--- src/rtl/mul_share_arb.sv ---
`default_nettype none
//==============================================================================
// Module      : mul_share_arb
// Description : Round-robin sharing of one external pipelined signed W x W
//               multiplier among N_REQ requesters. An ID shift register tracks
//               every issued operand pair so each product returns to its
//               requester as a one-cycle rsp_valid pulse. A RUN/DRAIN/HALTED
//               state machine lets the system quiesce the multiplier.
//               Optional build macro MUL_ARB_PRIO_EN: requester 0 gets fixed
//               highest priority; round-robin applies to requesters 1..N_REQ-1.
// Revision    : 1.0 - initial release
//==============================================================================
module mul_share_arb #(
    parameter int N_REQ   = 4,
    parameter int W       = 6,
    parameter int PW      = 2*W-1,
    parameter int LATENCY = 7
) (
    input  logic               clk,
    input  logic               rst_n,
    input  logic [N_REQ-1:0]   req_valid,
    output logic [N_REQ-1:0]   req_ready,
    input  logic [N_REQ*W-1:0] req_a,
    input  logic [N_REQ*W-1:0] req_b,
    output logic [N_REQ-1:0]   rsp_valid,
    output logic [PW-1:0]      rsp_p,
    input  logic               halt,
    output logic               idle,
    output logic [W-1:0]       mul_a,
    output logic [W-1:0]       mul_b,
    output logic               mul_en,
    input  logic [PW-1:0]      mul_p
);

    localparam int               c_IDW  = (N_REQ > 1) ? $clog2(N_REQ) : 1;
    localparam logic [c_IDW:0]   c_NREQ = (c_IDW+1)'(N_REQ);
    localparam logic [c_IDW-1:0] c_LAST = c_IDW'(N_REQ-1);
    localparam logic [c_IDW-1:0] c_ONE  = c_IDW'(1);

    typedef enum logic [1:0] {
        ST_RUN    = 2'd0,
        ST_DRAIN  = 2'd1,
        ST_HALTED = 2'd2
    } state_t;

    state_t                      r_state;
    state_t                      w_state_nxt;

    logic [c_IDW-1:0]            r_ptr;
    // Slot k holds the entry accepted k edges ago; slot LATENCY lines up with mul_p.
    logic [LATENCY:0]            r_sr_vld;
    logic [LATENCY:0][c_IDW-1:0] r_sr_id;

    logic [N_REQ-1:0]            w_cand;
    logic [2*N_REQ-1:0]          w_dbl;
    logic [N_REQ-1:0]            w_rot;
    logic                        w_found;
    logic [c_IDW-1:0]            w_off;
    logic [c_IDW:0]              w_sum;
    logic [c_IDW-1:0]            w_gnt_idx;
    logic                        w_accept;
    logic                        w_ptr_upd;
    logic [W-1:0]                w_sel_a;
    logic [W-1:0]                w_sel_b;
    logic                        w_inflight;

    // Round-robin arbiter: rotate candidates so the pointer sits at bit 0,
    // pick the lowest set bit, then rotate the index back.
    always_comb begin
        w_cand = req_valid;
`ifdef MUL_ARB_PRIO_EN
        w_cand[0] = 1'b0;
`endif
        w_dbl   = {w_cand, w_cand} >> r_ptr;
        w_rot   = w_dbl[N_REQ-1:0];
        w_found = 1'b0;
        w_off   = '0;
        for (int i = 0; i < N_REQ; i++) begin
            if (!w_found && w_rot[i]) begin
                w_found = 1'b1;
                w_off   = c_IDW'(i);
            end
        end
        w_sum = {1'b0, r_ptr} + {1'b0, w_off};
        if (w_sum >= c_NREQ) begin
            w_gnt_idx = c_IDW'(w_sum - c_NREQ);
        end else begin
            w_gnt_idx = w_sum[c_IDW-1:0];
        end
`ifdef MUL_ARB_PRIO_EN
        // Requester 0 overrides the rotating search whenever it asks.
        if (req_valid[0]) begin
            w_found   = 1'b1;
            w_gnt_idx = '0;
        end
`endif
        // Grants are held off while in reset so req_ready reads 0 immediately.
        w_accept  = w_found && (r_state == ST_RUN) && rst_n;
        req_ready = w_accept ? (N_REQ'(1) << w_gnt_idx) : '0;
`ifdef MUL_ARB_PRIO_EN
        w_ptr_upd = w_accept && (w_gnt_idx != '0);
`else
        w_ptr_upd = w_accept;
`endif
    end

    // Operand mux for the granted requester.
    always_comb begin
        w_sel_a = '0;
        w_sel_b = '0;
        for (int i = 0; i < N_REQ; i++) begin
            if (req_ready[i]) begin
                w_sel_a = req_a[i*W +: W];
                w_sel_b = req_b[i*W +: W];
            end
        end
    end

    assign w_inflight = |r_sr_vld;
    assign idle       = (r_state == ST_HALTED) && !w_inflight;

    // State register.
    always_ff @(posedge clk or negedge rst_n) begin
        if (!rst_n) begin
            r_state <= ST_RUN;
        end else begin
            r_state <= w_state_nxt;
        end
    end

    // Next-state logic; dropping halt always wins and returns to RUN.
    always_comb begin
        w_state_nxt = r_state;
        case (r_state)
            ST_RUN: begin
                if (halt) w_state_nxt = ST_DRAIN;
            end
            ST_DRAIN: begin
                if (!halt)           w_state_nxt = ST_RUN;
                else if (!w_inflight) w_state_nxt = ST_HALTED;
            end
            ST_HALTED: begin
                if (!halt) w_state_nxt = ST_RUN;
            end
            default: w_state_nxt = ST_RUN;
        endcase
    end

    // Issue side: pointer, multiplier operands and free-running enable.
    always_ff @(posedge clk or negedge rst_n) begin
        if (!rst_n) begin
            r_ptr  <= '0;
            mul_a  <= '0;
            mul_b  <= '0;
            mul_en <= 1'b0;
        end else begin
            mul_en <= 1'b1;
            if (w_accept) begin
                mul_a <= w_sel_a;
                mul_b <= w_sel_b;
            end
            if (w_ptr_upd) begin
                r_ptr <= (w_gnt_idx == c_LAST) ? '0 : (w_gnt_idx + c_ONE);
            end
        end
    end

    // In-flight ID pipeline and response register.
    always_ff @(posedge clk or negedge rst_n) begin
        if (!rst_n) begin
            r_sr_vld  <= '0;
            r_sr_id   <= '0;
            rsp_valid <= '0;
            rsp_p     <= '0;
        end else begin
            r_sr_vld <= {r_sr_vld[LATENCY-1:0], w_accept};
            r_sr_id  <= {r_sr_id[LATENCY-1:0], w_gnt_idx};
            if (r_sr_vld[LATENCY]) begin
                rsp_valid <= N_REQ'(1) << r_sr_id[LATENCY];
                rsp_p     <= mul_p;
            end else begin
                rsp_valid <= '0;
            end
        end
    end

endmodule
`default_nettype wire

--- config.mk ---
export PLATFORM = sky130hd
export DESIGN_NAME = mul_share_arb
export DESIGN_NICKNAME = d
export VERILOG_FILES = /design/src/rtl/mul_share_arb.sv
export SDC_FILE = /design/constraint.sdc
export NUM_CORES = 1
export LEC_CHECK = 0
export CELL_PAD_IN_SITES_DETAIL_PLACEMENT = 1
export CELL_PAD_IN_SITES_GLOBAL_PLACEMENT = 2
export CORE_ASPECT_RATIO = 0.6
export CORE_MARGIN = 10
export CORE_UTILIZATION = 28
export DETAILED_ROUTE_END_ITERATION = 16
export PLACE_DENSITY_LB_ADDON = 0.1
export SYNTH_ARGS = -nofsm -noshare
export SYNTH_HDL_FRONTEND = slang
export SYNTH_SLANG_ARGS = --single-unit
--- constraint.sdc ---
create_clock -name clk -period 8.69 [get_ports clk]
set_input_delay 1.3035 -clock clk [delete_from_list [all_inputs] [get_ports clk]]
set_output_delay 1.3035 -clock clk [all_outputs]
set_load 0.05 [all_outputs]
==> impl_metrics.py <==
metrics = {
    "run_status": {
        "status": "finished, final reports clean",
    },
    "min_path": {
        "hold_depth": 0,
        "worst_hold_path.endpoint": "r_sr_id[4]",
        "hold_class": "reg2reg",
        "hp-start": "r_sr_id[2]",
    },
    "die": {
        "io_pins": 99,
        "rows": 26,
        "initial_core_util_pct": 29.39,
        "die_h_um": 93.96,
        "core-area_mm2": 0.008686,
        "dieArea_mm2": 0.01346,
        "die_w_um": 143.3,
    },
    "worst_setup_path": {
        "r2r-end": "mul_b[1]",
        "r2r_start": "r_ptr[0]",
        "critPathKind": "in2out",
        "cp.arrival_ns": 5.01,
        "r2r_slack_ns": 5.28,
        "end_kind": "primary output",
        "critPathMaxFanout": 26,
        "reg2reg_depth": 11,
        "cp_data_required_time_ns": 7.39,
        "startpoint_type": "input pin",
    },
    "clock_tree": {
        "cts_tree": "built",
        "cts-buffers-inserted": 5,
        "cts_hold_buf": 0,
        "clk_pin_slew_ns": 0.08,
        "post-cts-setup-buffers": 0,
        "htreeDepth": 2,
        "cts.path.max_buffers": 2,
        "clock-root-buffer": "clkbuf_16",
        "clock_latency_ns": 0.29,
        "clock_sinks": 56,
        "cts_resized": 0,
    },
    "detailed_routing": {
        "m1WireLength_um": 3305,
        "vias": 1980,
        "routedWlPerCell_um": 15.87,
        "maxUsedRoutingLayer": "met4",
        "drc": 0,
        "ant_nets": 0,
        "routed_wl_um": 6969,
        "wl_met3_um": 518,
        "drtIter0Drc": 70,
        "viasPerCell": 4.510,
        "first_pass_iters": 4,
        "route.met2.wl_um": 3067,
    },
    "timing": {
        "finalSetupViolations": 0,
        "finalCritPeriodShare_pct": 72.64,
        "fmax_mhz": 158.4,
        "hold_viol": 0,
        "slew_headroom_pct": 37.68,
        "skew_ns": 0.008464,
        "hold_slack_ns": 0.3433,
        "rsz0062_at_grt": "false",
        "worstMarginPinSlew_ns": 0.9347,
        "drv_slew": 0,
        "min_period_ns": 6.312,
        "timing.setup.tns_ns": 0,
    },
    "synthesis": {
        "syn-mean-instance-area_um2": 10.86,
        "synth-seq-area-share_pct": 54.90,
        "synth_cell_types": 42,
        "ys_ff_latch": 56,
        "syn-cell-area_mm2": 0.002552,
        "netlist_instances": 235,
        "ys_warn_count": 0,
        "syn_nets": 306,
    },
    "finish": {
        "num_antenna_cells": 0,
        "areaGrowthSynthToFinish_pct": 47.40,
        "nets": 397,
        "drive_gt1_share_pct": 13.46,
        "fillers": 957,
    },
    "pwr": {
        "power_density_mw_per_mm2": 374.8,
        "p_leak_nw": 1.568,
        "peakVddDrop_mv": 0.1683,
    },
    "job": {
        "drv_cap": 0,
    },
    "place": {
        "place_hpwl_um": 5322,
        "port_buffers": 98,
        "gp_congestion": 0.7315,
    },
    "global_routing": {
        "grt_use_total_pct": 10.17,
        "grt_pass1_wl_um": 11030,
        "overflow": 0,
        "grt_max_degree": 57,
        "grt_pass1_vias": 2129,
        "antenna_found_initial": 0,
    },
}
==> metal layers <==
layer	GRT usage, %	vias to the layer above
li1	-	988
met5	0	-
met3	3.687	7
met1	13.06	933
met2	15.59	52
met4	3.215	0
==> sequential cells by signal, indices dropped and copies added (netlist names) <==
register,cells
mul_en,1
r_state,2
mul_a,6
rsp_p,11
r_sr_vld,8
r_sr_id,16
rsp_valid,4
mul_b,6
r_ptr,2
==> Yosys cell counts, drive strengths merged <==
cell type | count | area share, %
nand3 | 2 | 0.88
a22oi | 11 | 3.2
o21a | 1 | 0.29
clkbuf | 11 | 1.6
mux2 | 11 | 4.9
a211o | 1 | 0.34
nor4 | 3 | 0.74
ha | 5 | 2.5
nand3b | 1 | 0.29
o31ai | 1 | 0.29
buf | 4 | 1.8
and3 | 1 | 0.25
and3b | 2 | 0.69
nor3b | 1 | 0.29
o211ai | 1 | 0.29
nand2b | 5 | 1.2
nor2 | 17 | 3.3
a31oi | 1 | 0.25
nand2 | 18 | 2.6
dfrtp | 56 | 55
xnor2 | 1 | 0.34
mux2i | 2 | 0.78
xor2 | 2 | 0.69
and2 | 3 | 0.74
o22a | 2 | 0.69
nor3 | 1 | 0.20
and4 | 1 | 0.34
and4b | 1 | 0.39
a21oi | 35 | 8.5
o22ai | 2 | 0.74
conb | 1 | 0.15
inv | 16 | 2.5
o21ai | 13 | 2.5
or4 | 1 | 0.44
a221oi | 1 | 0.34
==> metrics by stage <==
stage	instances	total power [mW]	setup slack [ns]	instance area, um^2	util, %
CTS	439	1.436	2.322	3762	43.32
floorplan	235	0.9594	3.802	2552	-
global placement	431	1.186	2.428	3590	41.33
detailed placement	431	1.201	2.339	3590	41.33
global route	439	1.531	1.950	3762	43.32
finish	439	1.410	2.378	3762	43.32
==> kinds of logic (layout without fill, tap and decap cells) <==
kind of cell	after synthesis	after routing	share of synthesized area, %
other cells	1	1	0.1469
fa+ha+maj	5	5	2.451
xor+xnor	3	3	1.030
flops	56	56	54.90
compound gates	69	69	17.50
mux	13	13	5.637
buf+inv	31	123	5.931
simple gates	57	57	12.40
==> worst max-delay path, stage by stage <==
cell	delay (ns)
clkdlybuf4s50_1	0.57
inv_1	0.10
nor3_1	0.19
a31oi_1	0.06
o211ai_1	0.18
ha_1	0.19
xor2_1	0.24
xor2_1	0.27
ha_1	0.82
inv_1	0.12
nor2_1	0.14
clkdlybuf4s50_1	0.82
==> final cells by class <==
| type | count | area (um^2) | share of cell area, % |
|---|---|---|---|
| clock buffers | 5 | 125.1 | 3.326 |
| clock inverters | 3 | 47.55 | 1.264 |
| inverters | 16 | 65.06 | 1.729 |
| multi-input cells | 148 | 999.7 | 26.57 |
| flip-flops and latches | 56 | 1401 | 37.25 |
| well taps | 112 | 140.1 | 3.725 |
| repair buffers | 99 | 983.4 | 26.14 |
==> power by group <==
part / switching (mW) / internal, mW / leakage [nW]
Clock: 0.0936 / 0.137 / 0.0840
Sequential: 0.0504 / 0.348 / 0.678
Combinational: 0.496 / 0.285 / 0.805
==> layout by cell type, fill, tap and decap left out, types with 8 or more instances in the layout <==
cell and instances:
clkdlybuf4s50_1 97, nand2_1 18, a21oi_2 11, mux2_2 11
a22oi_1 11, a21oi_1 24, nor2_2 8, nor2_1 9
o21ai_0 13, inv_1 15, dfrtp_1 56
==> worst max path at each step <==
stage / to / slack, ns / start
3_5_place_dp: req_ready[3] / 2.34 / req_valid[1]
4_1_cts: req_ready[3] / 2.32 / req_valid[1]
6_report: req_ready[3] / 2.38 / req_valid[1]
2_1_floorplan: req_ready[2] / 3.80 / req_valid[2]
3_3_place_gp: req_ready[3] / 2.43 / req_valid[2]
5_1_grt: req_ready[3] / 1.95 / req_valid[2]
Power figures use the tool's default switching activity.
